File: src/rtl/conway_pkg.sv
// ---------------------------------------------------------------------------
// conway_pkg
// Shared types and default geometry for the grid load sequencer.
//   seq_state_t : sequencer FSM encoding (IDLE, LOAD, COMMIT, RUN)
//   GRID_ROWS   : default number of grid rows
//   GRID_COLS   : default number of cells per row
// ---------------------------------------------------------------------------
package conway_pkg;

    typedef enum logic [1:0] {
        IDLE   = 2'd0,
        LOAD   = 2'd1,
        COMMIT = 2'd2,
        RUN    = 2'd3
    } seq_state_t;

    localparam int GRID_ROWS = 8;
    localparam int GRID_COLS = 8;

endpackage : conway_pkg

File: src/rtl/grid_load_sequencer_gen_timer.sv
// ---------------------------------------------------------------------------
// gen_timer
// Generation period timer. Counts cycles while enabled and raises a
// registered one-cycle tick on the cycle the count reaches max(period,1)-1,
// after which the count restarts from zero.
//   clk    : system clock
//   reset  : asynchronous active-low reset
//   clear  : restart the count; the first tick then lands max(period,1)
//            cycles after the clear edge
//   enable : advance the count
//   period : cycles per tick, 0 behaves as 1
//   tick   : registered one-cycle tick
// ---------------------------------------------------------------------------
module gen_timer #(
    parameter int PERIOD_W = 16
) (
    input  logic                clk,
    input  logic                reset,
    input  logic                clear,
    input  logic                enable,
    input  logic [PERIOD_W-1:0] period,
    output logic                tick
);

    localparam logic [PERIOD_W-1:0] CNT_ZERO = {PERIOD_W{1'b0}};
    localparam logic [PERIOD_W-1:0] CNT_ONE  = {{(PERIOD_W-1){1'b0}}, 1'b1};

    logic [PERIOD_W-1:0] cnt_r;
    logic [PERIOD_W-1:0] cnt_s;
    logic [PERIOD_W-1:0] adv_cnt_s;
    logic [PERIOD_W-1:0] max_m1_s;
    logic                tick_r;
    logic                tick_s;

    // Compare limit: period 0 behaves as period 1.
    always_comb begin
        if (period == CNT_ZERO) begin
            max_m1_s = CNT_ZERO;
        end else begin
            max_m1_s = period - CNT_ONE;
        end
    end

    // Next count/tick. The tick is precomputed from the count the coming
    // cycle will hold, so it is a flop output. The >= compare makes a
    // shortened period fire as soon as the count is already past the limit.
    always_comb begin
        cnt_s     = cnt_r;
        tick_s    = tick_r;
        adv_cnt_s = tick_r ? CNT_ZERO : (cnt_r + CNT_ONE);
        if (clear) begin
            cnt_s  = CNT_ZERO;
            tick_s = (max_m1_s == CNT_ZERO);
        end else if (enable) begin
            cnt_s  = adv_cnt_s;
            tick_s = (adv_cnt_s >= max_m1_s);
        end else begin
            cnt_s  = cnt_r;
            tick_s = tick_r;
        end
    end

    // Counter and tick registers.
    always_ff @(posedge clk or negedge reset) begin
        if (!reset) begin
            cnt_r  <= CNT_ZERO;
            tick_r <= 1'b0;
        end else begin
            cnt_r  <= cnt_s;
            tick_r <= tick_s;
        end
    end

    assign tick = tick_r;

endmodule : gen_timer

File: src/rtl/grid_load_sequencer.sv
// ---------------------------------------------------------------------------
// grid_load_sequencer
// Upstream control for the system grid memory. Assembles a board from
// row-wide words (valid/ready), commits it in load mode with a single write,
// then steps generations in run mode by pulsing write_enable every period.
//   clk          : system clock, rising edge
//   reset        : asynchronous active-low reset
//   start        : begin a new load (honoured in IDLE and RUN)
//   run_en       : step generations after a commit / keep running
//   period       : cycles per generation, 0 behaves as 1
//   row_data     : one grid row, first row sent is the top row
//   row_valid    : row_data valid
//   row_ready    : a row is accepted this cycle when valid
//   initial_out  : assembled board to the memory initial input
//   write_enable : memory write strobe
//   load_run     : 0 = memory loads initial_out, 1 = memory takes calculator
//   load_done    : one-cycle pulse with the commit write
//   busy         : sequencer not idle
//   gen_count    : generations stepped since the last commit
// All outputs are flops or decodes of flops; start/run_en/row_valid act at
// the clock edge, so the cycle they take effect in carries no write.
// ---------------------------------------------------------------------------
module grid_load_sequencer
    import conway_pkg::*;
#(
    parameter int ROWS      = GRID_ROWS,
    parameter int COLS      = GRID_COLS,
    parameter int DATA_SIZE = 64,
    parameter int PERIOD_W  = 16,
    parameter int GEN_W     = 16
) (
    input  logic                 clk,
    input  logic                 reset,
    input  logic                 start,
    input  logic                 run_en,
    input  logic [PERIOD_W-1:0]  period,
    input  logic [COLS-1:0]      row_data,
    input  logic                 row_valid,
    output logic                 row_ready,
    output logic [DATA_SIZE-1:0] initial_out,
    output logic                 write_enable,
    output logic                 load_run,
    output logic                 load_done,
    output logic                 busy,
    output logic [GEN_W-1:0]     gen_count
);

    localparam int              CNT_W    = $clog2(ROWS + 1);
    localparam logic [CNT_W-1:0] ROW_LAST = CNT_W'(ROWS - 1);
    localparam logic [CNT_W-1:0] ROW_ONE  = {{(CNT_W-1){1'b0}}, 1'b1};
    localparam logic [GEN_W-1:0] GEN_ONE  = {{(GEN_W-1){1'b0}}, 1'b1};

    if (DATA_SIZE != ROWS * COLS) begin : g_bad_geometry
        $error("grid_load_sequencer: DATA_SIZE must equal ROWS*COLS");
    end

    seq_state_t           state_r;
    seq_state_t           next_state_s;
    logic [CNT_W-1:0]     row_cnt_r;
    logic [DATA_SIZE-1:0] board_r;
    logic [GEN_W-1:0]     gen_count_r;
    logic                 accept_s;
    logic                 row_cnt_clr_s;
    logic                 timer_clear_s;
    logic                 timer_en_s;
    logic                 tick_s;

    // Next-state logic and per-cycle strobes.
    always_comb begin
        next_state_s  = state_r;
        accept_s      = 1'b0;
        row_cnt_clr_s = 1'b0;
        case (state_r)
            IDLE: begin
                if (start) begin
                    next_state_s  = LOAD;
                    row_cnt_clr_s = 1'b1;
                end else begin
                    next_state_s = IDLE;
                end
            end
            LOAD: begin
                // row_ready is high throughout LOAD, so valid alone is a handshake.
                if (row_valid) begin
                    accept_s = 1'b1;
                    if (row_cnt_r == ROW_LAST) begin
                        next_state_s = COMMIT;
                    end else begin
                        next_state_s = LOAD;
                    end
                end else begin
                    next_state_s = LOAD;
                end
            end
            COMMIT: begin
                if (run_en) begin
                    next_state_s = RUN;
                end else begin
                    next_state_s = IDLE;
                end
            end
            RUN: begin
                // start wins over run_en=0.
                if (start) begin
                    next_state_s  = LOAD;
                    row_cnt_clr_s = 1'b1;
                end else if (!run_en) begin
                    next_state_s = IDLE;
                end else begin
                    next_state_s = RUN;
                end
            end
            default: begin
                next_state_s = IDLE;
            end
        endcase
    end

    // State register.
    always_ff @(posedge clk or negedge reset) begin
        if (!reset) begin
            state_r <= IDLE;
        end else begin
            state_r <= next_state_s;
        end
    end

    // Row counter and board shifter: first row ends up in the top bits.
    always_ff @(posedge clk or negedge reset) begin
        if (!reset) begin
            row_cnt_r <= {CNT_W{1'b0}};
            board_r   <= {DATA_SIZE{1'b0}};
        end else begin
            if (row_cnt_clr_s) begin
                row_cnt_r <= {CNT_W{1'b0}};
            end else if (accept_s) begin
                row_cnt_r <= row_cnt_r + ROW_ONE;
            end else begin
                row_cnt_r <= row_cnt_r;
            end
            if (accept_s) begin
                board_r <= {board_r[DATA_SIZE-COLS-1:0], row_data};
            end else begin
                board_r <= board_r;
            end
        end
    end

    assign timer_clear_s = (state_r == COMMIT);
    assign timer_en_s    = (state_r == RUN);

    gen_timer #(
        .PERIOD_W (PERIOD_W)
    ) u_gen_timer (
        .clk    (clk),
        .reset  (reset),
        .clear  (timer_clear_s),
        .enable (timer_en_s),
        .period (period),
        .tick   (tick_s)
    );

    // Generation counter: cleared by the commit, bumped by each run write.
    always_ff @(posedge clk or negedge reset) begin
        if (!reset) begin
            gen_count_r <= {GEN_W{1'b0}};
        end else if (state_r == COMMIT) begin
            gen_count_r <= {GEN_W{1'b0}};
        end else if ((state_r == RUN) && tick_s) begin
            gen_count_r <= gen_count_r + GEN_ONE;
        end else begin
            gen_count_r <= gen_count_r;
        end
    end

    assign row_ready    = (state_r == LOAD);
    assign load_run     = (state_r == RUN);
    assign load_done    = (state_r == COMMIT);
    assign busy         = (state_r != IDLE);
    assign write_enable = (state_r == COMMIT) || ((state_r == RUN) && tick_s);
    assign initial_out  = board_r;
    assign gen_count    = gen_count_r;

endmodule : grid_load_sequencer

File: config.mk
export PLATFORM = sky130hd
export DESIGN_NAME = grid_load_sequencer
export DESIGN_NICKNAME = d
export VERILOG_FILES = /design/src/rtl/conway_pkg.sv /design/src/rtl/grid_load_sequencer_gen_timer.sv /design/src/rtl/grid_load_sequencer.sv
export SDC_FILE = /design/constraint.sdc
export NUM_CORES = 1
export LEC_CHECK = 0
export ABC_AREA = 1
export CAP_MARGIN = 30
export CORE_ASPECT_RATIO = 1.5
export CORE_MARGIN = 4
export CORE_UTILIZATION = 46
export CTS_CLUSTER_DIAMETER = 120
export CTS_CLUSTER_SIZE = 30
export DETAILED_ROUTE_END_ITERATION = 7
export PLACE_DENSITY = 0.73
export SYNTH_ARGS = -nofsm -noshare
export SYNTH_HDL_FRONTEND = slang
export SYNTH_SLANG_ARGS = --single-unit
File: constraint.sdc
create_clock -name clk -period 7.07 [get_ports clk]
set_clock_uncertainty 0.1 [all_clocks]
set_input_delay 0.707 -clock clk [delete_from_list [all_inputs] [get_ports clk]]
set_output_delay 0.707 -clock clk [all_outputs]
set_load 0.02 [all_outputs]
# Yosys cells after proc, flatten, opt, wreduce, memory -nomap -nowiden
# Cells that the tools add are included.
totals:
  regBits: 103
  inputBits: 29
  out_inout_bits: 85
  wordCells: 45
op_classes:
  n_addsub: 4
  n_lt_le_gt_ge: 1
  n_eq_ne: 4
  n_mux: 20
  reduce_logical: 10
ops:
  columns: ["operator", "count"]
  rows:
  - ["$mux 16", 6]
  - ["$add 16x1->16 const B", 2]
  - ["$logic_not 16->1", 2]
  - ["$ge 16x16->1", 1]
  - ["$sub 16x1->16 const B", 1]
  - ["$mux 2", 4]
  - ["$mux 4", 2]
  - ["$pmux 2 s4", 1]
  - ["$reduce_bool 2->1", 4]
  - ["$mux 1", 7]
  - ["$add 4x1->4 const B", 1]
  - ["$eq 2x2->1 const B", 2]
  - ["$eq 4x3->1 const B", 1]
  - ["$eq 2x1->1 const B", 1]
  - ["$logic_not 2->1", 1]
  - ["$reduce_or 2->1", 1]
  - ["$logic_and 1x1->1", 1]
  - ["$logic_or 1x1->1", 1]

# Longest topological paths before layout
# Gate-level depths: netlist of run 1.
logic_depth:
  word_depth: 5
  ltp_mapped: 18
  mapped_depth_nobuf: 18

# By module
# A second synthesis of run 1 with hierarchy kept.
unflattened:
  hier_cells: 751
  area_unflattened_um2: 5741.8
by_module_without_submodules:
  columns: ["module", "instances", "cells_per_inst", "area_per_inst_um2", "seq_area_each_um2"]
  rows:
  - ["grid_load_sequencer", 1, 424, 3696.0, 2152.1]
  - ["gen_timer", 1, 327, 2045.7, 425.4]

# Worst setup path before layout of run 1
# No wires, ideal clock.
synth_path:
  path_type: "input -> register"
  startpoint: "input period[0]"
  endpoint: "register u_gen_timer.tick_r, in the netlist u_gen_timer.tick"
  setup_ps: 119
  arrival_ps: 2464
  t_required_ps: 6851
  slack_ps: 4387
  stages: 15
  n_path_buf: 1
  path_cell_list: "inv_1 -> ha_1 -> nand2_4 -> nor2_4 -> nand2_4 -> buf_6 -> and3_4 -> inv_1 -> ha_1 -> nand2_1 -> o21ai_0 -> a21oi_1 -> nand3_1 -> a21oi_1 -> nand2_1"
synth_via:
  elab_chain_cells: 5
  word_cells_on_any_way: 7
  cone_classes: "add/sub: 1; order compare: 1; mux: 3; reduce/logical: 2"
synth_lines:
  columns: ["item", "line_no", "text"]
  rows:
  - ["start, declared", "grid_load_sequencer.sv:36", "input logic [PERIOD_W-1:0] period,"]
  - ["$sub 16x1->16 / $logic_not 16->1 (equally long branches)", "grid_load_sequencer_gen_timer.sv:40, grid_load_sequencer_gen_timer.sv:37", null]
  - ["$mux 16 (*)", "grid_load_sequencer_gen_timer.sv:37", "if (period == CNT_ZERO) begin"]
  - ["$ge 16x16->1", "grid_load_sequencer_gen_timer.sv:56", "tick_s = (adv_cnt_s >= max_m1_s);"]
  - ["$mux 1", "grid_load_sequencer_gen_timer.sv:54", "end else if (enable) begin"]
  - ["$mux 1 (*)", "grid_load_sequencer_gen_timer.sv:51", "if (clear) begin"]
  - ["end signal, assigned", "grid_load_sequencer_gen_timer.sv:70", "tick_r <= tick_s;"]
  - ["end, declared", "grid_load_sequencer_gen_timer.sv:32", "logic tick_r;"]
# Every way passes the cells marked *; elsewhere a longest branch is shown, timed or not. The select of a mux whose other input is x is not followed.
# A chain may end at the register's enable or synchronous reset.

# Final worst setup path of run 1
layout_path:
  startpoint: "register state_r[0]"
  endpoint: "output write_enable"
layout_via:
  elab_chain_cells: 3
  word_cells_on_any_way: 4
  cone_classes: "eq/ne: 2; reduce/logical: 2"
layout_lines:
  columns: ["item", "line_no", "text"]
  rows:
  - ["start, declared", "grid_load_sequencer.sv:57", "seq_state_t state_r;"]
  - ["start signal, assigned", "grid_load_sequencer.sv:124", "state_r <= next_state_s;"]
  - ["$eq 2x2->1", "grid_load_sequencer.sv:180", "assign write_enable = (state_r == COMMIT) || ((state_r == RUN) && tick_s);"]
  - ["$logic_and 1x1->1", "grid_load_sequencer.sv:180", null]
  - ["$logic_or 1x1->1 (*)", "grid_load_sequencer.sv:180", null]
  - ["end, declared", "grid_load_sequencer.sv:41", "output logic write_enable,"]
# Every way passes the cells marked *; elsewhere a longest branch is shown, timed or not.

==> reports/qor.log, run 1 <==
qor: cells_and_area.antenna_cells 0
qor: worst_setup_path.setup.worst_path.start_class flip-flop
qor: grt.pin_count_of_the_biggest_net_entering_global_routing 68
qor: die.dieHeight 142.4 um
qor: worst_setup_path.worstPathArrival 2.28 ns
qor: sta.finalSetupViolations 0
qor: worst_setup_path.r2r_setup_slack 4.42 ns
qor: sta.maxSlewHeadroom 56.24%
qor: worst_setup_path.startpoint_to_endpoint_class_of_the_critical_path flip-flop to output pin
qor: synthesis.mappedNetlistArea 5539 um2
qor: cells_and_area.drive_above_1_share 5.437%
qor: clocking.path_clk_slew 0.07 ns
qor: sta.timing.setup.tns 0 ns
qor: die.row_count 48
qor: grt.overflow 0
qor: worst_setup_path.timing.critical_path.max_delay_family buffers and inverters
qor: worst_setup_path.critical_path_required 6.26 ns
qor: die.die_width 97.60 um
qor: synthesis.portion_of_synthesized_cell_area_occupied_by_the_leading_cell_type 46.53%
qor: drt.wire_per_inst 13.54 um
qor: drt.detailedRoute.firstPassIterationCount 4
qor: die.dieArea 13900 um2
qor: worst_setup_path.cp_cell_sequence inv_1 -> ha_1 -> nor2_1 -> inv_1 -> clkdlybuf4s50_1
qor: die.floorplan.initialDensity 47.54%
qor: clocking.cts_setup_buffers 0
qor: die.io_pins 114
qor: drt.drt_wl_total 13490 um
qor: worst_setup_path.rr_worst_depth 14
qor: placement.worst_setup_slack_before_clock_tree_synthesis 3.845 ns
qor: grt.antenna_found_initial 0
qor: die.core_region_area 11650 um2
qor: worst_setup_path.worstPathMaxFanout 12
qor: placement.post-dp-hpwl 9959 um
qor: synthesis.syn_inst 736
qor: sta.tightestPinTransition 0.6564 ns
qor: synthesis.yosys-top-cells-area sky130_fd_sc_hd__dfrtp_1 (47%), sky130_fd_sc_hd__nand2_1 (20%), sky130_fd_sc_hd__ha_1 (5.6%)
qor: sta.clock.fmax 0.3237 GHz
qor: cells_and_area.flip_flop_and_latch_area 2577 um2
qor: drt.via_per_inst 5.020
qor: job.max_cap_violations 0
qor: sta.timing_hold_violations_final 0
qor: placement.gpl.final_weighted_congestion 0.9394
qor: clocking.cts_root_buffer sky130_fd_sc_hd__clkbuf_16
qor: sta.grt_setup_unrepaired false
qor: grt.grt_pass1_wl 22960 um
qor: cells_and_area.multi_input_area 2586 um2
qor: synthesis.synthMostInstantiatedCell sky130_fd_sc_hd__nand2_1
qor: worst_setup_path.worst_path_max_delay_cell sky130_fd_sc_hd__clkdlybuf4s50_1
qor: cells_and_area.fin_nets 897
qor: synthesis.total_of_flip_flops_plus_latches_after_synthesis 103
qor: drt.drc_errors 0
qor: clocking.clock_insertion_delay_worst_skew 0.34 ns
qor: cells_and_area.nFillCells 1067
qor: drt.detail_route.iter0.violations 240
qor: synthesis.synthArstFlopShare 100.0%
qor: status.run_status completed
qor: worst_setup_path.cpPeakStageDelay 0.62 ns
qor: sta.finalCritPeriodShare 43.69%
qor: worst_setup_path.timing.critical_path.buf_inv 3
qor: grt.grt_use_total 19.77%
qor: synthesis.synth_top_cells_by_count sky130_fd_sc_hd__nand2_1 (302), sky130_fd_sc_hd__dfrtp_1 (103), sky130_fd_sc_hd__inv_1 (73), sky130_fd_sc_hd__nor2_1 (50), sky130_fd_sc_hd__nand3_1 (35)
qor: cells_and_area.area_growth_syn_to_layout 27.72%
qor: clocking.tritoncts done
qor: clocking.clock_path_buffers 2
qor: power.p_per_area 313.7 nW/um2
qor: synthesis.sequential_area_share_after_synthesis 46.53%
qor: placement.buffer_ports.inserted 113
qor: synthesis.synth_warnings 0
qor: power.ir_worst_vdd 0.2307 mV
qor: worst_setup_path.rr_endpoint u_gen_timer.tick
qor: drt.drtAntennaViolNets 0
qor: synthesis.ys_dominant_reg_cell sky130_fd_sc_hd__dfrtp_1
qor: worst_setup_path.critical_path.reg2reg.startpoint u_gen_timer.cnt_r[2]
qor: power.total_leakage_power 0.003609 uW
qor: cells_and_area.layoutNonFillerInstCount 996
qor: worst_setup_path.setup.worst_path.end_class output pin
qor: clocking.cts.htree.levels 3
qor: sta.slew_violations 0
qor: synthesis.post_synth_edffs 0
qor: clocking.cts.hold.buffers_added 0
qor: clocking.numCtsBuffers 9
qor: sta.timing.final.ws_setup 3.981 ns
qor: drt.dr_total_vias 5000
qor: synthesis.cell_taking_the_most_area_after_synthesis sky130_fd_sc_hd__dfrtp_1
qor: hold_path.min-delay-path-class primary input to asynchronous set/reset pin
qor: placement.dp.cells 982
qor: grt.grt_pass1_vias 4993
qor: sta.shortest_period_the_worst_path_allows 3.089 ns
qor: synthesis.netlist-cell-type-count 37
qor: worst_setup_path.timing.critical_path.mode_cell sky130_fd_sc_hd__inv_1
qor: clocking.post_cts.resized_instances 0
qor: clocking.tritoncts_num_sinks 103
qor: synthesis.synth.avg_cell_area 7.526 um2
qor: synthesis.synthesis.nets 790
## worst max path at each step
stage / start / endpoint / slack (ns) / cells after the start
after floorplan: period[0] / u_gen_timer.tick / 4.39 / 15
after global placement: period[0] / u_gen_timer.tick / 3.91 / 15
after detailed placement: period[0] / u_gen_timer.tick / 3.85 / 14
after CTS: state_r[0] / write_enable / 3.96 / 5
after global routing: state_r[0] / write_enable / 3.86 / 5
final: state_r[0] / write_enable / 3.98 / 5
## area by class of cell
cell class | instances | area share, %
Inverter | 77 | 4.086
Multi-Input combinational cell | 536 | 36.56
Timing Repair Buffer | 116 | 16.45
Clock inverter | 4 | 0.4422
Tap cell | 150 | 2.653
Sequential cell | 103 | 36.43
Clock buffer | 10 | 3.378
## power by group
part | switching (uW) | total (uW) | internal, uW
clock | 211 | 457 | 246
sequential | 129 | 885 | 757
combinational | 488 | 876 | 389
total | 827 | 2220 | 1390
## metal layers
metal	track usage [%]	wire [um]
met1	22.79	5603
met5	0	0
met3	4.512	538
met2	36.00	7047
met4	6.856	296
## per-stage QoR
| stage | power (uW) | hold WS, ns | utilization, % | cell area, um2 |
|---|---|---|---|---|
| global placement | 1753 | 0.3630 | 58.23 | 6784 |
| CTS | 2247 | 0.3058 | 60.72 | 7074 |
| finish | 2219 | 0.2910 | 60.72 | 7074 |
| detailed placement | 1780 | 0.3682 | 58.40 | 6804 |
| global route | 2351 | 0.3322 | 60.72 | 7074 |
| floorplan | 1323 | 0.3114 | - | 5539 |
## sequential cells by signal, summed over array words and instances (netlist names)
name / flops
state_r: 2
gen_count: 16
initial_out: 64
u_gen_timer.tick: 1
row_cnt_r: 4
u_gen_timer.cnt_r: 16
## cells by family (layout without fill, tap and decap cells)
family | Yosys count | in the layout | synth area share, %
DFF | 103 | 103 | 46.53
xor gates and xnor gates | 3 | 3 | 0.4744
AOI/OAI and AO/OA | 69 | 69 | 6.754
and+or+nand+nor | 439 | 439 | 33.77
adders and majority gates | 25 | 25 | 5.647
buffers and inverters | 97 | 207 | 6.822
## cell usage in the layout (no fill, tap or decap), types with 7 or more instances in the layout
cell type / synthesis / routed
sky130_fd_sc_hd__clkdlybuf4s50_1: 0 / 112
sky130_fd_sc_hd__o22ai_1: 7 / 7
sky130_fd_sc_hd__nand2_1: 302 / 301
sky130_fd_sc_hd__nand3_1: 35 / 35
sky130_fd_sc_hd__clkbuf_16: 0 / 9
sky130_fd_sc_hd__nor2_1: 50 / 50
sky130_fd_sc_hd__inv_1: 73 / 73
sky130_fd_sc_hd__ha_1: 25 / 25
sky130_fd_sc_hd__dfrtp_1: 103 / 103
sky130_fd_sc_hd__nor3_1: 7 / 7
sky130_fd_sc_hd__o21ai_0: 27 / 27
sky130_fd_sc_hd__nor2_2: 11 / 11
sky130_fd_sc_hd__nand4_1: 13 / 13
sky130_fd_sc_hd__a21oi_1: 24 / 24
Note: power is estimated with default switching activity, not from simulation.
==> run 2: changes to the inputs <==
==> constraint.sdc (replaced) <==
create_clock -name clk -period 2.95 [get_ports clk]
set_clock_uncertainty 0.1 [all_clocks]
set_input_delay 0.295 -clock clk [delete_from_list [all_inputs] [get_ports clk]]
set_output_delay 0.295 -clock clk [all_outputs]
set_load 0.02 [all_outputs]
==> reports/qor.log, run 2 (same netlist as run 1, synthesis figures left out) <==
qor: cells_and_area.nFillCells 1040 [-2.5%]
qor: sta.timing.setup.tns 0 ns [unchanged]
qor: die.die_width 97.60 um [unchanged]
qor: placement.post-dp-hpwl 10190 um [+2.4%]
qor: grt.grt_pass1_wl 23700 um [+3.2%]
qor: grt.overflow 0 [unchanged]
qor: worst_setup_path.rr_endpoint u_gen_timer.tick
qor: power.power.share.clock 21.6% [+1.0 points]
qor: power.total_leakage_power 0.003623 uW [+0.39%]
qor: power.p_int 3408 uW [+140%]
qor: grt.grt_use_total 20.58% [+0.81 points]
qor: clocking.clock_insertion_delay_worst_skew 0.34 ns [about the same]
qor: drt.wire_per_inst 13.92 um [+2.8%]
qor: drt.detail_route.iter0.violations 241 [+0.42%]
qor: sta.timing.final.ws_setup 0.2545 ns [-3.727 ns]
qor: job.max_cap_violations 0 [unchanged]
qor: clocking.tritoncts done
qor: worst_setup_path.worst_path_max_delay_cell sky130_fd_sc_hd__dfrtp_1
qor: cells_and_area.drive_above_1_share 5.307% [-0.13 points]
qor: sta.timing_hold_violations_final 0 [unchanged]
qor: drt.drc_errors 0 [unchanged]
qor: worst_setup_path.worstPathMaxFanout 4 [-8]
qor: grt.pin_count_of_the_biggest_net_entering_global_routing 68 [unchanged]
qor: worst_setup_path.timing.critical_path.buf_inv 1 [-2]
qor: cells_and_area.fin_nets 898 [+0.11%]
qor: drt.drtAntennaViolNets 0 [unchanged]
qor: grt.antenna_found_initial 0 [unchanged]
qor: sta.clock.fmax 0.3710 GHz
qor: cells_and_area.final_cell_mix sky130_fd_sc_hd__nand2_1 (301), sky130_fd_sc_hd__clkdlybuf4s50_1 (112), sky130_fd_sc_hd__dfrtp_1 (103)
qor: clocking.post_cts.resized_instances 0 [unchanged]
qor: worst_setup_path.worstPathArrival 2.82 ns [+0.54 ns]
qor: worst_setup_path.critical_path.reg2reg.startpoint u_gen_timer.cnt_r[1]
qor: power.p_per_area 759.3 nW/um2 [+140%]
qor: cells_and_area.largest_register_ff_count 64 [unchanged]
qor: hold_path.min-delay-path-class primary input to asynchronous set/reset pin
qor: power.ir_worst_vdd 0.5421 mV [+130%]
qor: placement.gpl.final_weighted_congestion 0.9171 [-2.4%]
qor: power.seqPwrFrac 39.4% [-0.5 points]
qor: clocking.numCtsBuffers 9 [unchanged]
qor: placement.buffer_ports.inserted 113 [unchanged]
qor: worst_setup_path.r2r_setup_slack 0.25 ns [-4.17 ns]
qor: sta.finalSetupViolations 0 [unchanged]
qor: die.floorplan.initialDensity 47.54% [unchanged]
qor: sta.grt_setup_unrepaired false
qor: clocking.clock_path_buffers 2 [unchanged]
qor: clocking.cts_root_buffer sky130_fd_sc_hd__clkbuf_16
qor: placement.worst_setup_slack_before_clock_tree_synthesis 0.1085 ns [-3.737 ns]
qor: drt.dr_total_vias 5074 [+1.5%]
qor: grt.grt_pass1_vias 5074 [+1.6%]
qor: clocking.tritoncts_num_sinks 103 [unchanged]
qor: die.io_pins 114 [unchanged]
qor: drt.detailedRoute.firstPassIterationCount 5 [+1]
qor: sta.maxSlewHeadroom 59.76% [+3.5 points]
qor: sta.tightestPinTransition 0.6014 ns [-0.05494 ns]
qor: worst_setup_path.setup.worst_path.start_class flip-flop
qor: worst_setup_path.rr_worst_depth 17 [+3]
qor: drt.drt_wl_total 13900 um [+3.0%]
qor: power.total_switching_power 1994 uW [+140%]
qor: sta.slew_violations 0 [unchanged]
qor: die.dieArea 13900 um2 [unchanged]
qor: cells_and_area.antenna_cells 0 [unchanged]
qor: power.power_switching_share 36.91% [-0.38 points]
qor: die.dieHeight 142.4 um [unchanged]
qor: power.combPwrFrac 39.0% [-0.5 points]
qor: worst_setup_path.setup.worst_path.end_class flip-flop
qor: drt.via_per_inst 5.084 [+1.3%]
qor: worst_setup_path.timing.critical_path.mode_cell sky130_fd_sc_hd__nand2_1
qor: worst_setup_path.cpPeakStageDelay 0.38 ns [-0.24 ns]
qor: clocking.path_clk_slew 0.06 ns [about the same]
qor: cells_and_area.area_growth_syn_to_layout 28.46%
qor: worst_setup_path.timing.critical_path.max_delay_family simple AND/OR/NAND/NOR gates
qor: clocking.cts.htree.levels 3 [unchanged]
qor: worst_setup_path.cp_cell_sequence ha_1 -> nand2_1 -> inv_2 -> nand3_2 -> nor2_2 -> nand2_1 -> nor2_1 -> nand3_1 -> nand2_1 -> nor2_1 -> ha_1 -> nand2_1 -> o21ai_0 -> a21oi_1 -> nand3_1 -> a21oi_1 -> nand2_1
qor: sta.shortest_period_the_worst_path_allows 2.695 ns
qor: worst_setup_path.critical_path_required 3.08 ns [-3.18 ns]
qor: status.run_status completed
qor: die.core_region_area 11650 um2 [unchanged]
qor: worst_setup_path.startpoint_to_endpoint_class_of_the_critical_path flip-flop to flip-flop
qor: cells_and_area.mostFrequentLayoutCell sky130_fd_sc_hd__nand2_1
qor: sta.finalCritPeriodShare 91.37%
qor: die.row_count 48 [unchanged]
## run 2: changes by cell type in the layout (fill, tap and decap cells not counted)
cell	delta
sky130_fd_sc_hd__bufinv_16	+1
sky130_fd_sc_hd__clkinv_2	-1
sky130_fd_sc_hd__buf_4	-1
sky130_fd_sc_hd__buf_12	+1
sky130_fd_sc_hd__dlygate4sd3_1	+1
sky130_fd_sc_hd__clkbuf_1	+2
sky130_fd_sc_hd__clkbuf_8	-1
## run 2: worst max path at each step
stage	cells after the start	end	start
after floorplan	15	u_gen_timer.tick	period[0]
after global placement	15	u_gen_timer.tick	period[0]
after detailed placement	15	u_gen_timer.tick	period[0]
after CTS	5	write_enable	state_r[0]
after global routing	17	u_gen_timer.tick	u_gen_timer.cnt_r[0]
final	17	u_gen_timer.tick	u_gen_timer.cnt_r[1]
## run 2: timing repair
item / CTS / global route
hold endpoints to repair: 36 / 0
setup buffers: 0 / 0
hold buffers: 1 / 0
## run 2: power by group through the flow
stage	clock [uW]	sequential (uW)	combinational [uW]
floorplan	0	2560	607
global placement	0	2130	2090
detailed placement	0	2150	2120
CTS	1200	2120	2140
global route	1270	2190	2280
finish	1170	2130	2110
## run 2: worst reg2reg max path, cell delays in order, from the launching register on
cell and delay (ns):
sky130_fd_sc_hd__dfrtp_1 0.38, sky130_fd_sc_hd__ha_1 0.18, sky130_fd_sc_hd__nand2_1 0.08, sky130_fd_sc_hd__inv_2 0.07, sky130_fd_sc_hd__nand3_2 0.07, sky130_fd_sc_hd__nor2_2 0.16
sky130_fd_sc_hd__nand2_1 0.13, sky130_fd_sc_hd__nor2_1 0.20, sky130_fd_sc_hd__nand3_1 0.13, sky130_fd_sc_hd__nand2_1 0.10, sky130_fd_sc_hd__nor2_1 0.05, sky130_fd_sc_hd__ha_1 0.34
sky130_fd_sc_hd__nand2_1 0.09, sky130_fd_sc_hd__o21ai_0 0.08, sky130_fd_sc_hd__a21oi_1 0.13, sky130_fd_sc_hd__nand3_1 0.09, sky130_fd_sc_hd__a21oi_1 0.13, sky130_fd_sc_hd__nand2_1 0.08
## run 2: per-layer routing
layer | part of all wire (%) | track usage, % | up-vias
li1 | - | - | 2547
met1 | 41 | 24.65 | 2365
met2 | 52 | 35.67 | 141
met3 | 4.8 | 5.199 | 21
met4 | 2.3 | 7.877 | 0
met5 | 0 | 0 | -
## run 2: per-stage QoR
step	power [uW]	std cells	area (um2)	util (%)	hold slack [ns]
after floorplan	3170	736	5539	-	-0.1006
after global placement	4221	982	6817	58.51	0.1814
after detailed placement	4272	982	6817	58.51	0.1911
after CTS	5465	998	7116	61.07	0.3680
after global routing	5739	998	7116	61.07	0.3854
final	5403	998	7116	61.07	0.3660
## run 2: cell type report
type	count	area, um2	area share [%]
clock buffers	11	232.7	3.271
clock inverters	4	56.30	0.7913
inverters	77	289.0	4.062
multi-input cells	536	2586	36.35
flip-flops and latches	103	2577	36.22
well taps	150	187.7	2.638
repair buffers	117	1186	16.67
==> run 3: changes to the inputs <==
--- a/config.mk
+++ b/config.mk
@@ -13,6 +13,7 @@
 export CTS_CLUSTER_DIAMETER = 120
 export CTS_CLUSTER_SIZE = 30
 export DETAILED_ROUTE_END_ITERATION = 7
+export GPL_TIMING_DRIVEN = 1
 export PLACE_DENSITY = 0.73
 export SYNTH_ARGS = -nofsm -noshare
 export SYNTH_HDL_FRONTEND = slang
==> results of run 3 <==
The final DEF is identical to that of run 2; final timing and power are the same.
